<file path="src/rtl/demux1a2_dest_cond_pkg.sv">
// Shared definitions for the destination demux: word geometry, destination
// encodings (common with the 2:1 destination mux) and FSM state encoding.
package demux1a2_dest_cond_pkg;

  localparam int DATA_W   = 10;
  localparam int DEST_BIT = 8;
  localparam int CNT_W    = 8;

  localparam logic DEST0 = 1'b0;
  localparam logic DEST1 = 1'b1;

  typedef enum logic {
    PASS  = 1'b0,
    STALL = 1'b1
  } state_t;

endpackage

</file>
<file path="src/rtl/demux1a2_dest_cond_push_counter.sv">
// Free-running push counter; wraps modulo 2^CNT_W, never saturates.
module push_counter #(
  parameter int CNT_W = 8
) (
  input  logic             clk,
  input  logic             reset,
  input  logic             inc,
  output logic [CNT_W-1:0] count
);

  localparam logic [CNT_W-1:0] ONE = {{(CNT_W-1){1'b0}}, 1'b1};

  logic [CNT_W-1:0] r_count;

  always_ff @(posedge clk or posedge reset) begin
    if (reset) r_count <= '0;
    else if (inc) r_count <= r_count + ONE;
  end

  assign count = r_count;

endmodule

</file>
<file path="src/rtl/demux1a2_dest_cond.sv">
// 1:2 destination demux: routes each word by one data bit, with a single hold
// register absorbing a word blocked by its destination's almost_full.
module demux1a2_dest_cond
  import demux1a2_dest_cond_pkg::*;
#(
  parameter int P_DATA_W   = DATA_W,
  parameter int P_DEST_BIT = DEST_BIT,
  parameter int P_CNT_W    = CNT_W
) (
  input  logic                clk,
  input  logic                reset,
  input  logic                valid_in,
  input  logic [P_DATA_W-1:0] data_in,
  output logic                ready_in,
  input  logic                almost_full0,
  input  logic                almost_full1,
  output logic                push0,
  output logic [P_DATA_W-1:0] data_out0,
  output logic                push1,
  output logic [P_DATA_W-1:0] data_out1,
  output logic [P_CNT_W-1:0]  cnt_dest0,
  output logic [P_CNT_W-1:0]  cnt_dest1
);

  state_t              r_state;
  logic [P_DATA_W-1:0] r_hold_data;
  logic                r_hold_dest;
  logic                r_push0;
  logic                r_push1;
  logic [P_DATA_W-1:0] r_data0;
  logic [P_DATA_W-1:0] r_data1;

  state_t              w_state_nxt;
  logic                w_in_dest;
  logic                w_in_af;
  logic                w_hold_af;
  logic                w_hold_load;
  logic                w_rel_go;
  logic                w_rel_dest;
  logic [P_DATA_W-1:0] w_rel_data;
  logic                w_push0_nxt;
  logic                w_push1_nxt;
  logic [P_DATA_W-1:0] w_data0_nxt;
  logic [P_DATA_W-1:0] w_data1_nxt;

  assign w_in_dest = data_in[P_DEST_BIT];
  assign w_in_af   = (w_in_dest == DEST1) ? almost_full1 : almost_full0;
  assign w_hold_af = (r_hold_dest == DEST1) ? almost_full1 : almost_full0;

  // Depends on state alone so upstream never sees a combinational loop.
  assign ready_in = (r_state == PASS);

  always_comb begin
    w_state_nxt = r_state;
    w_hold_load = 1'b0;
    w_rel_go    = 1'b0;
    w_push0_nxt = 1'b0;
    w_push1_nxt = 1'b0;
    w_data0_nxt = '0;
    w_data1_nxt = '0;
    w_rel_dest  = (r_state == PASS) ? w_in_dest : r_hold_dest;
    w_rel_data  = (r_state == PASS) ? data_in : r_hold_data;

    unique case (r_state)
      PASS: begin
        if (valid_in) begin
          if (w_in_af) begin
            w_hold_load = 1'b1;
            w_state_nxt = STALL;
          end else begin
            w_rel_go = 1'b1;
          end
        end
      end
      STALL: begin
        // Only the held word's destination matters; no bypass for later words.
        if (!w_hold_af) begin
          w_rel_go    = 1'b1;
          w_state_nxt = PASS;
        end
      end
      default: w_state_nxt = PASS;
    endcase

    if (w_rel_go) begin
      if (w_rel_dest == DEST1) begin
        w_push1_nxt = 1'b1;
        w_data1_nxt = w_rel_data;
      end else begin
        w_push0_nxt = 1'b1;
        w_data0_nxt = w_rel_data;
      end
    end
  end

  always_ff @(posedge clk or posedge reset) begin
    if (reset) begin
      r_state     <= PASS;
      r_hold_data <= '0;
      r_hold_dest <= DEST0;
      r_push0     <= 1'b0;
      r_push1     <= 1'b0;
      r_data0     <= '0;
      r_data1     <= '0;
    end else begin
      r_state <= w_state_nxt;
      if (w_hold_load) begin
        r_hold_data <= data_in;
        r_hold_dest <= w_in_dest;
      end
      r_push0 <= w_push0_nxt;
      r_push1 <= w_push1_nxt;
      r_data0 <= w_data0_nxt;
      r_data1 <= w_data1_nxt;
    end
  end

  assign push0     = r_push0;
  assign push1     = r_push1;
  assign data_out0 = r_data0;
  assign data_out1 = r_data1;

  push_counter #(.CNT_W(P_CNT_W)) u_cnt0 (
    .clk   (clk),
    .reset (reset),
    .inc   (r_push0),
    .count (cnt_dest0)
  );

  push_counter #(.CNT_W(P_CNT_W)) u_cnt1 (
    .clk   (clk),
    .reset (reset),
    .inc   (r_push1),
    .count (cnt_dest1)
  );

endmodule

</file>
<file path="config.mk">
export PLATFORM = sky130hd
export DESIGN_NAME = demux1a2_dest_cond
export DESIGN_NICKNAME = d
export VERILOG_FILES = /design/src/rtl/demux1a2_dest_cond_pkg.sv /design/src/rtl/demux1a2_dest_cond_push_counter.sv /design/src/rtl/demux1a2_dest_cond.sv
export SDC_FILE = /design/constraint.sdc
export NUM_CORES = 1
export LEC_CHECK = 0
export CORE_ASPECT_RATIO = 0.5
export CORE_UTILIZATION = 50
export DETAILED_ROUTE_END_ITERATION = 10
export GPL_TIMING_DRIVEN = 1
export HOLD_SLACK_MARGIN = 0.15
export PLACE_DENSITY = 0.85
export SLEW_MARGIN = 20
export SYNTH_ARGS = -nofsm -noshare
export SYNTH_HDL_FRONTEND = slang
export SYNTH_SLANG_ARGS = --single-unit
</file>
<file path="constraint.sdc">
create_clock -name clk -period 2.55 [get_ports clk]
set_input_delay 0.255 -clock clk [delete_from_list [all_inputs] [get_ports clk]]
set_output_delay 0.255 -clock clk [all_outputs]
set_load 0.05 [all_outputs]
</file>
Word-level counts from Yosys, hierarchy flattened
Cells that the tools add are included.
{"block": "classes", "muxes": 21, "n_bitwise": 1, "add_sub_neg": 2}
{"operator": "$mux W10", "n": 5}
{"operator": "$add A8 B1 Y8 const B", "n": 2}
{"operator": "$mux W1", "n": 14}
{"operator": "$pmux W1 S2", "n": 2}
{"operator": "$not A1 Y1", "n": 1}
{"block": "totals", "output_inout_bits": 39, "wordCells": 33, "input_bits": 15, "reg_bits": 50}

Logic depth before layout (Yosys ltp)
Gate-level depths: netlist (run 1).
{"block": "depth", "depth_word": 5, "depth_mapped": 4, "depth_no_buf": 4}

By module
Synthesis (run 1) repeated with hierarchy kept, for this count alone.
{"block": "unflattened", "cells_unflattened": 145, "area_unflattened_um2": 1915.6}
{"mod": "demux1a2_dest_cond", "cells_each": 91, "seq_area_each_um2": 775.7, "instances": 1, "area_per_inst_um2": 1224.9}
{"mod": "push_counter", "cells_each": 27, "seq_area_each_um2": 200.2, "instances": 2, "area_per_inst_um2": 345.3}

Worst setup path after synthesis (run 1)
Ideal clock, no wire load.
{"block": "synth_timing", "path_type": "reg2reg", "start": "register r_state", "end": "register r_hold_data[0]", "n_path_buf": 1, "required_time_ns": 2.425, "setup_slack_ns": 0.948, "synth_period_minus_slack_ns": 1.602, "setup_ns": 0.125, "stages_incl_launch_ff": 5, "arrival_time_ns": 1.477, "path_cell_list": "dfrtp_1 > inv_1 > and3_4 > buf_6 > mux2_4"}
{"block": "synth_between", "elab_chain_cells": 1}
{"item": "start: declaration", "line_no": "demux1a2_dest_cond.sv:25", "text": "state_t r_state;"}
{"item": "start signal: assignment", "line_no": "demux1a2_dest_cond.sv:106", "text": "r_state <= w_state_nxt;"}
{"item": "$mux W1", "line_no": "demux1a2_dest_cond.sv:64", "text": "unique case (r_state)"}
{"item": "end signal: assignment", "line_no": "demux1a2_dest_cond.sv:108", "text": "r_hold_data <= data_in;"}
{"item": "end: declaration", "line_no": "demux1a2_dest_cond.sv:26", "text": "logic [P_DATA_W-1:0] r_hold_data;"}
No other way between the ends.
A chain may end at the register's enable or synchronous reset.

Final worst setup path (run 1)
{"block": "layout_timing", "start": "register r_data1[8] (netlist: data_out1[8])", "end": "output data_out1[8]"}
{"item": "start: declaration", "line_no": "demux1a2_dest_cond.sv:31", "text": "logic [P_DATA_W-1:0] r_data1;"}
{"item": "start signal: assignment", "line_no": "demux1a2_dest_cond.sv:114", "text": "r_data1 <= w_data1_nxt;"}
{"item": "end: declaration", "line_no": "demux1a2_dest_cond.sv:20", "text": "output logic [P_DATA_W-1:0] data_out1,"}
No word-level cell between the ends.

==> results of run 1 <==
[layer usage]
metal / vias up / track usage (%)
li1: 589 / -
met1: 624 / 26.4
met2: 31 / 34.6
met3: 4 / 4.35
met4: 0 / 3.87
met5: - / 0
[kinds of logic (layout without fill, tap and decap cells)]
kind of cell | after synthesis | count (layout) | synth area share [%]
DFF | 47 | 47 | 62.4
and+or+nand+nor | 42 | 42 | 10.8
muxes | 22 | 22 | 14.3
xor gates and xnor gates | 14 | 14 | 6.51
buffers and inverters | 9 | 68 | 2.66
AOI/OAI and AO/OA | 5 | 5 | 1.79
adders and majority gates | 2 | 2 | 1.33
other | 1 | 1 | 0.199
[where the power goes]
| part | switching (mW) | total (mW) | internal, mW |
|---|---|---|---|
| Combinational | 0.560 | 0.923 | 0.363 |
| Clock | 0.233 | 0.550 | 0.317 |
| Sequential | 0.145 | 1.04 | 0.892 |
| Total | 0.938 | 2.51 | 1.57 |
[worst reg2reg max path: cells and delay by family, from the launching register on]
family	cells	cell delay, ns
buffers and inverters	1	0.24
AO/OA/AOI/OAI	1	0.37
flip-flops	1	0.36
AND/OR/NAND/NOR	2	0.25
[sequential cells by signal (all words and copies together), names as in the netlist]
| signal | count |
|---|---|
| r_state | 1 |
| push0 | 1 |
| u_cnt0.count | 8 |
| r_hold_data | 10 |
| data_out0 | 9 |
| u_cnt1.count | 8 |
| data_out1 | 10 |
[worst paths after layout]
check	end	start	cells after the start
max	data_out1[8]	data_out1[8]	1
min	u_cnt1.count[4]	reset	2
max reg2reg	data_out1[9]	r_state	4
min reg2reg	u_cnt0.count[7]	u_cnt0.count[7]	1
max in group asynchronous	data_out1[9]	reset	3
min in group clk	u_cnt0.count[7]	u_cnt0.count[7]	1
[Yosys cell counts (4+ instances only)]
library cell	number	share of area (%)
mux2_4	9	7.2
nand4_1	8	2.7
nand2_1	5	1.0
nor2_1	22	4.4
xnor2_1	9	4.2
inv_1	4	0.80
dfrtp_1	47	62
xor2_1	5	2.3
mux2i_1	10	5.3
[through the flow]
step	worst slack (ns)	power [mW]	hold slack (ns)
4_1_cts	0.657	2.53	0.232
6_report	0.670	2.51	0.236
3_3_place_gp	0.763	1.95	0.454
2_1_floorplan	0.948	1.66	0.382
5_1_grt	0.613	2.63	0.251
3_5_place_dp	0.732	1.98	0.475
[area by class of cell]
| type | instances | share of cell area (%) |
|---|---|---|
| Clock inverter | 2 | 1.36 |
| Multi-Input combinational cell | 86 | 25.5 |
| Sequential cell | 47 | 45.6 |
| Timing Repair Buffer | 56 | 21.3 |
| Tap cell | 51 | 2.47 |
| Clock buffer | 6 | 3.20 |
| Inverter | 4 | 0.582 |
[cell usage in the layout, fill, tap and decap left out, drive strengths merged]
cell	n
a21o	1
a21oi	1
a31oi	1
and3	3
buf	4
bufinv	1
clkbuf	6
clkdlybuf4s50	52
clkinv	1
conb	1
dfrtp	47
ha	2
inv	4
mux2	12
mux2i	10
nand2	5
nand3b	2
nand4	8
nor2	22
nor2b	1
nor3b	1
o21bai	2
xnor2	9
xor2	5
==> results.yml, run 1 <==
routing:
  vias_per_cell: 4.95
  drc_errors: 0
  m1WireLength_um: 1610
  dr_total_vias: 1248
  wl_per_cell_um: 13.9
  postRouteAntennaNets: 0
  wl_met2_um: 1750
  drt-initial-drc-count: 54
  wl_um: 3500
  drtPass1Iterations: 4
  wl_met3_um: 107
  top_layer: "met4"
timing:
  rsz0062_at_grt: "no"
  tns_ns: 0
  fmax_mhz: 532
  min_period_ns: 1.88
  maxSlewHeadroom_pct: 64.7
  maxSlewViolCount: 0
  period_share_pct: 73.7
  worstMarginPinSlew_ns: 0.528
  setup_violations: 0
  fin_skew_ns: 0.00635
  finalHoldViolCount: 0
logic_synthesis:
  syn_inst: 142
  ys_types: 26
  seq_area_frac_synth_pct: 62.4
  postSynthAreaPerCell_sq_um: 13.3
  yosys_warnings: 0
  syn_area_sq_um: 1880
  ys_seq_elements: 47
  synth-async-reset-ratio_pct: 100
  synth-edff-count: 0
  ys.flop_type: "dfrtp_1"
  synth_nets: 159
layout:
  layout.cells.non_filler: 252
  area_growth_pct: 37.0
  regArea_sq_um: 1180
  antennaDiodeCount: 0
  multi_input_area_sq_um: 658
  utilization_pct: 73.5
  fill_cells: 240
  fin_area_sq_um: 2580
  drive_above_1_share_pct: 12.4
  nets: 217
floorplan:
  die_w_um: 88.8
  num_rows: 15
  fp.dieH_um: 45.4
  die_area_sq_um: 4030
  io_pins: 54
  core_area_sq_um: 3510
  start_util_pct: 53.7
clocking:
  path_clk_slew_ns: 0.08
  clk_path_buf_depth: 2
  clk_latency_ns: 0.29
  cts_tree: "yes"
  postCtsSetupBuffers: 0
  cts_buffers: 5
  cts.repair.resized: 0
  h-tree-depth: 2
  ctsHoldBuffers: 0
  cts.sinks: 47
  cts-root-buf: "clkbuf_8"
placed_design:
  dpl.hpwl_um: 2590
  dp_cells: 244
  portBuffers: 52
  gp_congestion: 0.756
  dpl_cell_area_sq_um: 2460
worst_setup_path:
  cp-end-kind: "output port"
  startpoint_type: "flip-flop"
  cp.required_ns: 2.30
  max_stage_delay_ns: 0.86
  crit_type: "flip-flop to output port"
  critPathMaxFanout: 7
  path_buf_inv: 1
  slowest_stage: "clkdlybuf4s50_1"
  reg2reg_slack_ns: 1.21
  critPathTopFamily: "buffers and inverters"
  arrival_ns: 1.62
  path_cells: "clkdlybuf4s50_1"
min_path:
  min_path_type: "input port to asynchronous set/reset pin"
global_route:
  grt_pass1_vias: 1195
  grtUsageTotal_pct: 19.9
  gr-total-overflow: 0
  grt_pass1_wl_um: 5890
  grt_max_degree: 18
  grt_antenna_before_repair: 0
pwr:
  power_density_nw_per_um2: 972
  irDropWorstVdd_uv: 359
  leakage_nw: 1.18
run_status:
  outcome: "finished, final reports clean"
run:
  drv_cap: 0
Note: power is estimated with default switching activity, not from simulation.
==> run 2, diff against run 1 <==
--- a/config.mk
+++ b/config.mk
@@ -6,11 +6,11 @@
 export NUM_CORES = 1
 export LEC_CHECK = 0
 export CORE_ASPECT_RATIO = 0.5
-export CORE_UTILIZATION = 50
+export CORE_UTILIZATION = 47
 export DETAILED_ROUTE_END_ITERATION = 10
 export GPL_TIMING_DRIVEN = 1
 export HOLD_SLACK_MARGIN = 0.15
-export PLACE_DENSITY = 0.85
+export PLACE_DENSITY = 0.81
 export SLEW_MARGIN = 20
 export SYNTH_ARGS = -nofsm -noshare
 export SYNTH_HDL_FRONTEND = slang
==> constraint.sdc (replaced) <==
create_clock -name clk -period 1.9 [get_ports clk]
set_input_delay 0.19 -clock clk [delete_from_list [all_inputs] [get_ports clk]]
set_output_delay 0.19 -clock clk [all_outputs]
set_load 0.05 [all_outputs]
==> results.yml, run 2 (same netlist as run 1, synthesis figures left out) <==
run_status:
  outcome: "finished, final reports clean"
timing:
  worstMarginPinSlew_ns: 0.526
  finalWorstSetupSlack_ns: 0.0568
  maxSlewViolCount: 0
  period_share_pct: 97.0
  min_period_ns: 1.84
  setup_violations: 0
  maxSlewHeadroom_pct: 64.8
  rsz0062_at_grt: "no"
  fmax_mhz: 543
  fin_skew_ns: 0.00526
  tns_ns: 0
  finalHoldViolCount: 0
  hold_slack_ns: 0.240
worst_setup_path:
  path_buf_inv: 1
  arrival_ns: 1.65
  slowest_stage: "clkdlybuf4s50_1"
  path_cells: "clkdlybuf4s50_1"
  cp-end-kind: "output port"
  critPathTopFamily: "buffers and inverters"
  startpoint_type: "flip-flop"
  cp.required_ns: 1.71
  crit_type: "flip-flop to output port"
  critPathMaxFanout: 7
  max_stage_delay_ns: 0.87
global_route:
  grt_pass1_vias: 1178
  grt_pass1_wl_um: 5550
  grt_max_degree: 48
  grt_antenna_before_repair: 0
  grtUsageTotal_pct: 18.2
  gr-total-overflow: 0
pwr:
  irDropWorstVdd_uv: 536
  power_mw: 3.49
  power_density_nw_per_um2: 1340
  leakage_nw: 1.19
layout:
  layout_common_cells: "51 x clkdlybuf4s50_1, 47 x dfrtp_1, 22 x nor2_1, 10 x mux2i_1"
  area_growth_pct: 37.9
  mostFrequentLayoutCell: "clkdlybuf4s50_1"
  antennaDiodeCount: 0
  fin_area_sq_um: 2600
  drive_above_1_share_pct: 12.0
  nets: 216
clocking:
  clk_latency_ns: 0.30
  ctsHoldBuffers: 0
  cts.sinks: 47
  cts_buffers: 5
  path_clk_slew_ns: 0.09
  clk_path_buf_depth: 2
  cts_tree: "yes"
  h-tree-depth: 2
  postCtsSetupBuffers: 0
  cts-root-buf: "clkbuf_8"
  cts.repair.resized: 0
floorplan:
  fp.dieH_um: 46.8
  core_area_sq_um: 3620
  num_rows: 15
  die_area_sq_um: 4280
  die_w_um: 91.5
  io_pins: 54
  start_util_pct: 52.0
placed_design:
  dpl.hpwl_um: 2430
  dpl_cell_area_sq_um: 2470
  gp_congestion: 0.707
  portBuffers: 52
  pre_cts_ws_ns: 0.132
routing:
  drt-initial-drc-count: 30
  postRouteAntennaNets: 0
  drtPass1Iterations: 4
  wl_um: 3480
  wl_per_cell_um: 13.9
  dr_total_vias: 1236
  vias_per_cell: 4.92
  drc_errors: 0
run:
  drv_cap: 0
min_path:
  min_path_type: "input port to asynchronous set/reset pin"
[run 2: cell count changes in the layout (fill, tap and decap cells not counted), sizes merged]
cell           before  now
clkinv              1    0
clkdlybuf4s50      52   51
bufinv              1    2
[run 2: worst paths after layout]
path	startpoint	end	slack (ns)	cells past startpoint
worst min register to register	u_cnt0.count[7]	u_cnt0.count[7]	0.48	1
worst min-delay path	reset	data_out0[6]	0.24	3
min in group clk	u_cnt0.count[7]	u_cnt0.count[7]	0.48	1
worst max register to register	r_state	r_hold_data[4]	0.49	3
max in group asynchronous	reset	r_hold_data[2]	1.45	3
worst max-delay path	push0	push0	0.06	1
[run 2: where the power goes]
group | internal, mW | total, mW | switching [mW]
registers | 1.20 | 1.40 | 0.204
logic | 0.488 | 1.23 | 0.744
clock network | 0.526 | 0.858 | 0.332
total | 2.21 | 3.49 | 1.28
[run 2: layout make-up]
type,count,area (sq um)
clock buffers,6,72.6
clock inverters,2,60.1
fillers,258,1020
inverters,4,15.0
multi-input cells,86,658
flip-flops and latches,47,1180
well taps,51,63.8
repair buffers,55,553
[run 2: metal layers]
| metal | up-vias | share of wire [%] | wire length, um | global-route usage (%) |
|---|---|---|---|---|
| met5 | - | 0 | 0 | 0 |
| met1 | 619 | 44 | 1530 | 21.5 |
| li1 | 588 | - | - | - |
| met2 | 25 | 50 | 1740 | 32.0 |
| met3 | 4 | 4.5 | 157 | 6.80 |
| met4 | 0 | 1.3 | 45 | 6.67 |
[run 2: per-stage QoR]
stage | utilization, % | cells
3_5_place_dp | 68.1 | 243
5_1_grt | 71.7 | 251
4_1_cts | 71.7 | 251
6_report | 71.7 | 251
3_3_place_gp | 68.1 | 243
2_1_floorplan | - | 142
